[config.mk]
export PLATFORM = sky130hd
export DESIGN_NAME = cordic_pre_fold
export DESIGN_NICKNAME = d
export VERILOG_FILES = /design/src/rtl/cordic_pre_fold_pkg.sv /design/src/rtl/cordic_pipe_dly.sv /design/src/rtl/cordic_pre_fold.sv
export SDC_FILE = /design/constraint.sdc
export NUM_CORES = 1
export LEC_CHECK = 0
export CORE_ASPECT_RATIO = 0.75
export CORE_MARGIN = 1
export CORE_UTILIZATION = 58
export CTS_CLUSTER_DIAMETER = 50
export DETAILED_ROUTE_END_ITERATION = 6
export GPL_ROUTABILITY_DRIVEN = 0
export GPL_TIMING_DRIVEN = 0
export HOLD_SLACK_MARGIN = 0.15
export PLACE_DENSITY = 0.82
export SLEW_MARGIN = 20
export SYNTH_ARGS = -nofsm -noshare
export SYNTH_HDL_FRONTEND = slang
export SYNTH_HIERARCHICAL = 1
export SYNTH_SLANG_ARGS = --single-unit
[constraint.sdc]
create_clock -name clk -period 4.25 [get_ports clk]
set_input_delay 0.85 -clock clk [delete_from_list [all_inputs] [get_ports clk]]
set_output_delay 0.85 -clock clk [all_outputs]
set_load 0.02 [all_outputs]
[src/rtl/cordic_pre_fold_pkg.sv]
// Shared constants for the CORDIC pre-fold front-end.
// Info bit positions and the supported latency range.
package cordic_pre_fold_pkg;
   localparam int INFO_XS  = 3;
   localparam int INFO_YS  = 2;
   localparam int INFO_SW  = 1;
   localparam int INFO_SAT = 0;
   localparam int INFO_W   = 4;
   localparam int LAT_MIN  = 2;
   localparam int LAT_MAX  = 4;
endpackage

[src/rtl/cordic_pipe_dly.sv]
// Resettable N-stage register delay line of width W.
// N=0 collapses to a plain wire.
module cordic_pipe_dly #(
   parameter int W = 1,
   parameter int N = 1
) (
   input  logic         clk,
   input  logic         rst_n,
   input  logic [W-1:0] i_d,
   output logic [W-1:0] o_q
);
   generate
      if (N == 0) begin : g_wire
         assign o_q = i_d;
      end else begin : g_dly
         logic [W-1:0] r_q [N];
         always_ff @(posedge clk or negedge rst_n) begin
            if (!rst_n) begin
               for (int i = 0; i < N; i++) r_q[i] <= '0;
            end else begin
               r_q[0] <= i_d;
               for (int i = 1; i < N; i++) r_q[i] <= r_q[i-1];
            end
         end
         assign o_q = r_q[N-1];
      end
   endgenerate
endmodule

[src/rtl/cordic_pre_fold.sv]
// Folds a signed (x,y) vector into the first octant/quadrant for the
// CORDIC rotator, clamping to headroom and counting clamps per frame.
module cordic_pre_fold
   import cordic_pre_fold_pkg::*;
#(
   parameter int DW          = 16,
   parameter int LAT         = 2,
   parameter int FOLD_OCTANT = 1,
   parameter int SAT_EN      = 1,
   parameter int CNT_W       = 20
) (
   input  logic             clk,
   input  logic             rst_n,
   input  logic             din_vsync,
   input  logic             din_hsync,
   input  logic [DW-1:0]    din_x,
   input  logic [DW-1:0]    din_y,
   output logic             dout_vsync,
   output logic             dout_hsync,
   output logic [DW-1:0]    dout_x,
   output logic [DW-1:0]    dout_y,
   output logic [3:0]       dout_info,
   output logic [CNT_W-1:0] frame_sat_cnt
);
   localparam int DLY_W = 2*DW + INFO_W + 2;
   localparam logic [DW-1:0] LIM = {2'b00, {(DW-2){1'b1}}};

   generate
      if (LAT < LAT_MIN || LAT > LAT_MAX) begin : g_bad_lat
         $error("cordic_pre_fold: LAT must be within 2..4");
      end
   endgenerate

   logic [DW-1:0] w_xm, w_ym, w_xa, w_ya;
   logic          w_xf, w_yf;

   // Unsigned negate keeps the most negative input as 2^(DW-1).
   assign w_xm = din_x[DW-1] ? -din_x : din_x;
   assign w_ym = din_y[DW-1] ? -din_y : din_y;
   assign w_xf = w_xm[DW-1] | w_xm[DW-2];
   assign w_yf = w_ym[DW-1] | w_ym[DW-2];
   assign w_xa = (SAT_EN != 0 && w_xf) ? LIM : w_xm;
   assign w_ya = (SAT_EN != 0 && w_yf) ? LIM : w_ym;

   logic [DW-1:0] r_xa, r_ya;
   logic          r_xs, r_ys, r_sat, r_hs1, r_vs1;

   always_ff @(posedge clk or negedge rst_n) begin
      if (!rst_n) begin
         r_xa  <= '0;
         r_ya  <= '0;
         r_xs  <= 1'b0;
         r_ys  <= 1'b0;
         r_sat <= 1'b0;
         r_hs1 <= 1'b0;
         r_vs1 <= 1'b0;
      end else begin
         r_hs1 <= din_hsync;
         r_vs1 <= din_vsync;
         if (din_hsync) begin
            r_xa  <= w_xa;
            r_ya  <= w_ya;
            r_xs  <= din_x[DW-1];
            r_ys  <= din_y[DW-1];
            r_sat <= w_xf | w_yf;
         end
      end
   end

   logic                w_sw;
   logic [INFO_W-1:0]   w_info;

   assign w_sw = (FOLD_OCTANT != 0) && (r_xa < r_ya);

   always_comb begin
      w_info           = '0;
      w_info[INFO_XS]  = r_xs;
      w_info[INFO_YS]  = r_ys;
      w_info[INFO_SW]  = w_sw;
      w_info[INFO_SAT] = r_sat;
   end

   logic [DW-1:0]     r_x2, r_y2;
   logic [INFO_W-1:0] r_i2;
   logic              r_hs2, r_vs2;

   always_ff @(posedge clk or negedge rst_n) begin
      if (!rst_n) begin
         r_x2  <= '0;
         r_y2  <= '0;
         r_i2  <= '0;
         r_hs2 <= 1'b0;
         r_vs2 <= 1'b0;
      end else begin
         r_hs2 <= r_hs1;
         r_vs2 <= r_vs1;
         r_x2  <= r_hs1 ? (w_sw ? r_ya : r_xa) : '0;
         r_y2  <= r_hs1 ? (w_sw ? r_xa : r_ya) : '0;
         r_i2  <= r_hs1 ? w_info : '0;
      end
   end

   logic [DLY_W-1:0] w_q;

   cordic_pipe_dly #(
      .W (DLY_W),
      .N (LAT - 2)
   ) u_dly (
      .clk   (clk),
      .rst_n (rst_n),
      .i_d   ({r_vs2, r_hs2, r_i2, r_x2, r_y2}),
      .o_q   (w_q)
   );

   assign {dout_vsync, dout_hsync, dout_info, dout_x, dout_y} = w_q;

   logic [CNT_W-1:0] r_run, w_inc, w_next;
   logic             r_vs_d, w_hit, w_fall;

   assign w_hit  = dout_hsync & dout_info[INFO_SAT];
   assign w_fall = r_vs_d & ~dout_vsync;
   assign w_inc  = (&r_run) ? r_run : r_run + CNT_W'(1);
   assign w_next = w_hit ? w_inc : r_run;

   always_ff @(posedge clk or negedge rst_n) begin
      if (!rst_n) begin
         r_run         <= '0;
         r_vs_d        <= 1'b0;
         frame_sat_cnt <= '0;
      end else begin
         r_vs_d <= dout_vsync;
         if (w_fall) begin
            frame_sat_cnt <= w_next;
            r_run         <= '0;
         end else begin
            r_run <= w_next;
         end
      end
   end
endmodule

==> impl_metrics.py <==
metrics = {
    "status": {
        "status": "finished, final reports clean",
    },
    "global_routing": {
        "grt_pass1_vias": 4637,
        "antenna_found_initial": 0,
        "grt_pass1_wl_um": 22560,
        "grt_usage_pct": 28.26,
        "grt_max_degree": 60,
        "grt_overflow": 0,
    },
    "routing": {
        "drtIter0Drc": 271,
        "drcViolationCount": 0,
        "dr.pass1.iters": 5,
        "wl_per_cell_um": 16.60,
        "viasPerCell": 5.705,
        "drtAntennaViolNets": 0,
        "detail_route.wirelength_um": 14060,
        "vias": 4832,
    },
    "placement": {
        "pre_cts_slack_ns": 0.6800,
        "io_buffer_count": 93,
        "placed_cell_area_sq_mm": 0.006964,
        "dp_hpwl_um": 10030,
        "place_inst": 817,
    },
    "critical_path": {
        "critPathKind": "in -> reg",
        "crit_arrival_ns": 3.59,
        "required_ns": 4.51,
        "end_kind": "flop",
        "r2r_end": "r_y2[13]",
        "startpoint_type": "input port",
        "crit_path_max_fanout": 10,
        "cp-startpoint": "din_x[4]",
        "r2r_slack_ns": 1.30,
        "reg2reg_depth": 8,
        "r2r-start": "r_ya[12]",
    },
    "clock_tree": {
        "postCtsHoldBufs": 0,
        "h-tree-depth": 4,
        "clockRootBuffer": "clkbuf_16",
        "cts_buffers": 17,
        "post_cts_resized": 0,
        "post_cts_buffers": 0,
        "clock-sinks": 116,
        "clkLatencyLatePin_ns": 0.41,
        "cts_tree": "built",
        "cts_buffer_depth": 2,
        "clkTransAtPathRegs_ns": 0.05,
    },
    "sta": {
        "worst_slack_ns": 0.9157,
        "maxSlewViolCount": 0,
        "min_period_over_period_pct": 78.45,
        "setup_violations": 0,
        "worst_pin_slew_ns": 1.050,
        "slew_headroom_pct": 29.38,
        "fin_skew_ns": 0.008485,
        "rsz0062_at_grt": "no",
        "period_minus_slack_ns": 3.334,
        "fin_tns_setup_ns": 0,
        "hold_viol": 0,
        "fmax_mhz": 299.9,
    },
    "run": {
        "drv_cap": 0,
    },
    "die": {
        "coreArea_sq_mm": 0.009736,
        "die_area_sq_mm": 0.01048,
        "fp.dieH_um": 88.90,
        "fp.dieW_um": 117.9,
        "start_util_pct": 59.98,
        "io_pins": 94,
        "rows": 31,
    },
    "finish": {
        "finish.instance_area_sq_mm": 0.007503,
        "antenna_cells": 0,
        "syn_to_final_growth_pct": 28.50,
        "instances_no_fill": 847,
        "drive_above_1_share_pct": 11.47,
        "nets": 758,
    },
    "hold_path": {
        "whs_endpoint": "r_vs2",
        "hp-start": "r_vs1",
        "hold_path.class": "reg -> reg",
        "hold-path-cell-count": 0,
    },
    "logic_synthesis": {
        "synthesis.area_sq_mm": 0.005839,
        "synthCells": 591,
        "ys_warn_count": 6,
        "yosysUniqueCellTypes": 45,
        "synth_ff_type": "dfrtp_1",
        "synth_seq_cells": 116,
        "yosysSeqAreaShare_pct": 49.71,
        "syn_area_per_cell_sq_um": 9.880,
        "syn_nets": 645,
        "synth-edff-count": 0,
        "synth-async-reset-ratio_pct": 100.0,
    },
    "pwr": {
        "powerDensity_mw_per_mm2": 453.3,
        "irDropWorstVdd_mv": 0.2444,
        "leakage_nw": 3.393,
    },
}
report_power, final:
group | total [mW] | switching [mW] | leakage (nW) | internal (mW)
clock network | 1.28 | 0.457 | 0.263 | 0.820
registers | 1.30 | 0.0712 | 1.44 | 1.23
logic | 0.827 | 0.415 | 1.69 | 0.412
total | 3.40 | 0.943 | 3.39 | 2.46
layout by cell type (no fill, tap or decap), types with 4 or more instances in the layout:
cell	Yosys	routed
clkbuf_1	20	25
clkdlybuf4s50_1	0	92
clkinv_2	0	5
nor2_1	58	58
xnor2_1	10	10
a31oi_1	12	12
o41ai_1	4	4
ha_1	18	18
nand3_1	10	10
o31ai_1	7	7
nor4_1	6	4
mux2i_1	39	39
nand4_1	11	11
buf_4	38	38
xor2_1	28	28
nand2b_1	6	6
nand2_1	71	71
a21oi_1	27	27
nor2b_1	6	6
dfrtp_1	116	116
inv_1	23	23
or2_2	4	4
clkbuf_16	0	17
o21ai_0	36	36
metal layers:
layer,vias up,GRT usage (%),wire length (um)
met5,-,0,0
met4,0,12.00,264
met3,33,6.186,995
met2,226,45.13,6694
met1,2357,38.08,6102
li1,2216,-,-
Yosys cell counts, drive strengths merged, types with 6 or more instances:
cell type / number / area (sq um)
ha: 18 / 225.2
xor2: 28 / 245.2
buf: 42 / 310.3
a21oi: 27 / 135.1
inv: 23 / 86.33
nand2b: 6 / 37.54
dfrtp: 116 / 2903
nand2: 71 / 266.5
nand4: 11 / 68.82
o21ai: 37 / 185.2
a31oi: 12 / 75.07
xnor2: 10 / 87.58
nor2b: 6 / 37.54
nor4: 6 / 37.54
nor2: 58 / 217.7
mux2i: 40 / 412.9
clkbuf: 20 / 75.07
nand3: 10 / 50.05
o31ai: 7 / 52.55
stage by stage:
step / util (%) / hold slack [ns] / total power [mW]
after floorplan: - / 0.3312 / 1.800
after global placement: 71.24 / 0.3321 / 2.102
after detailed placement: 71.53 / 0.3432 / 2.132
after CTS: 76.94 / 0.3546 / 3.410
after global routing: 77.07 / 0.3615 / 3.542
final: 77.07 / 0.3540 / 3.402
worst max path at each step:
stage,end,slack [ns],cells past startpoint
2_1_floorplan,r_ya[10],1.48,8
3_3_place_gp,r_x2[1],-1.83,1
6_report,r_xa[10],0.92,6
5_1_grt,r_xa[5],0.70,6
4_1_cts,r_xa[10],1.02,6
3_5_place_dp,r_xa[5],0.68,6
worst max-delay path: stages:
cell and delay, ns:
clkdlybuf4s50_1 0.48, nor4_1 0.75, nand4_1 0.25, o221ai_1 0.65, clkbuf_1 0.46, a21oi_1 0.15
state kept, by name (all words and copies together) (netlist names):
signal and flops:
frame_sat_cnt 20, r_run 20, r_x2 16, r_xa 16, r_y2 16, r_ya 16, r_i2 4, r_hs1 1
r_hs2 1, r_sat 1, r_vs1 1, r_vs2 1, r_vs_d 1, r_xs 1, r_ys 1
logic make-up (layout without fill, tap and decap cells):
logic type               count (synthesis)  after routing  share of synthesized area (%)
multiplexers                            42             42                          7.456
AND/OR/NAND/NOR                        195            195                          15.60
adder cells (fa/ha/maj)                 18             18                          3.857
AO/OA/AOI/OAI                           97             97                          9.599
buffers and inverters                   85            209                          8.078
flip-flops                             116            116                          49.71
XOR/XNOR                                38             38                          5.700
cell type report:
type | count | area [sq um]
multi-input combinational | 390 | 2477
tap | 132 | 165.2
buffer | 62 | 385.4
fill | 657 | 2232
timing repair buffer | 94 | 959.7
sequential | 116 | 2903
inverter | 23 | 86.33
clock inverter | 6 | 55.05
clock buffer | 24 | 471.7
Note: power is estimated with default switching activity, not from simulation.
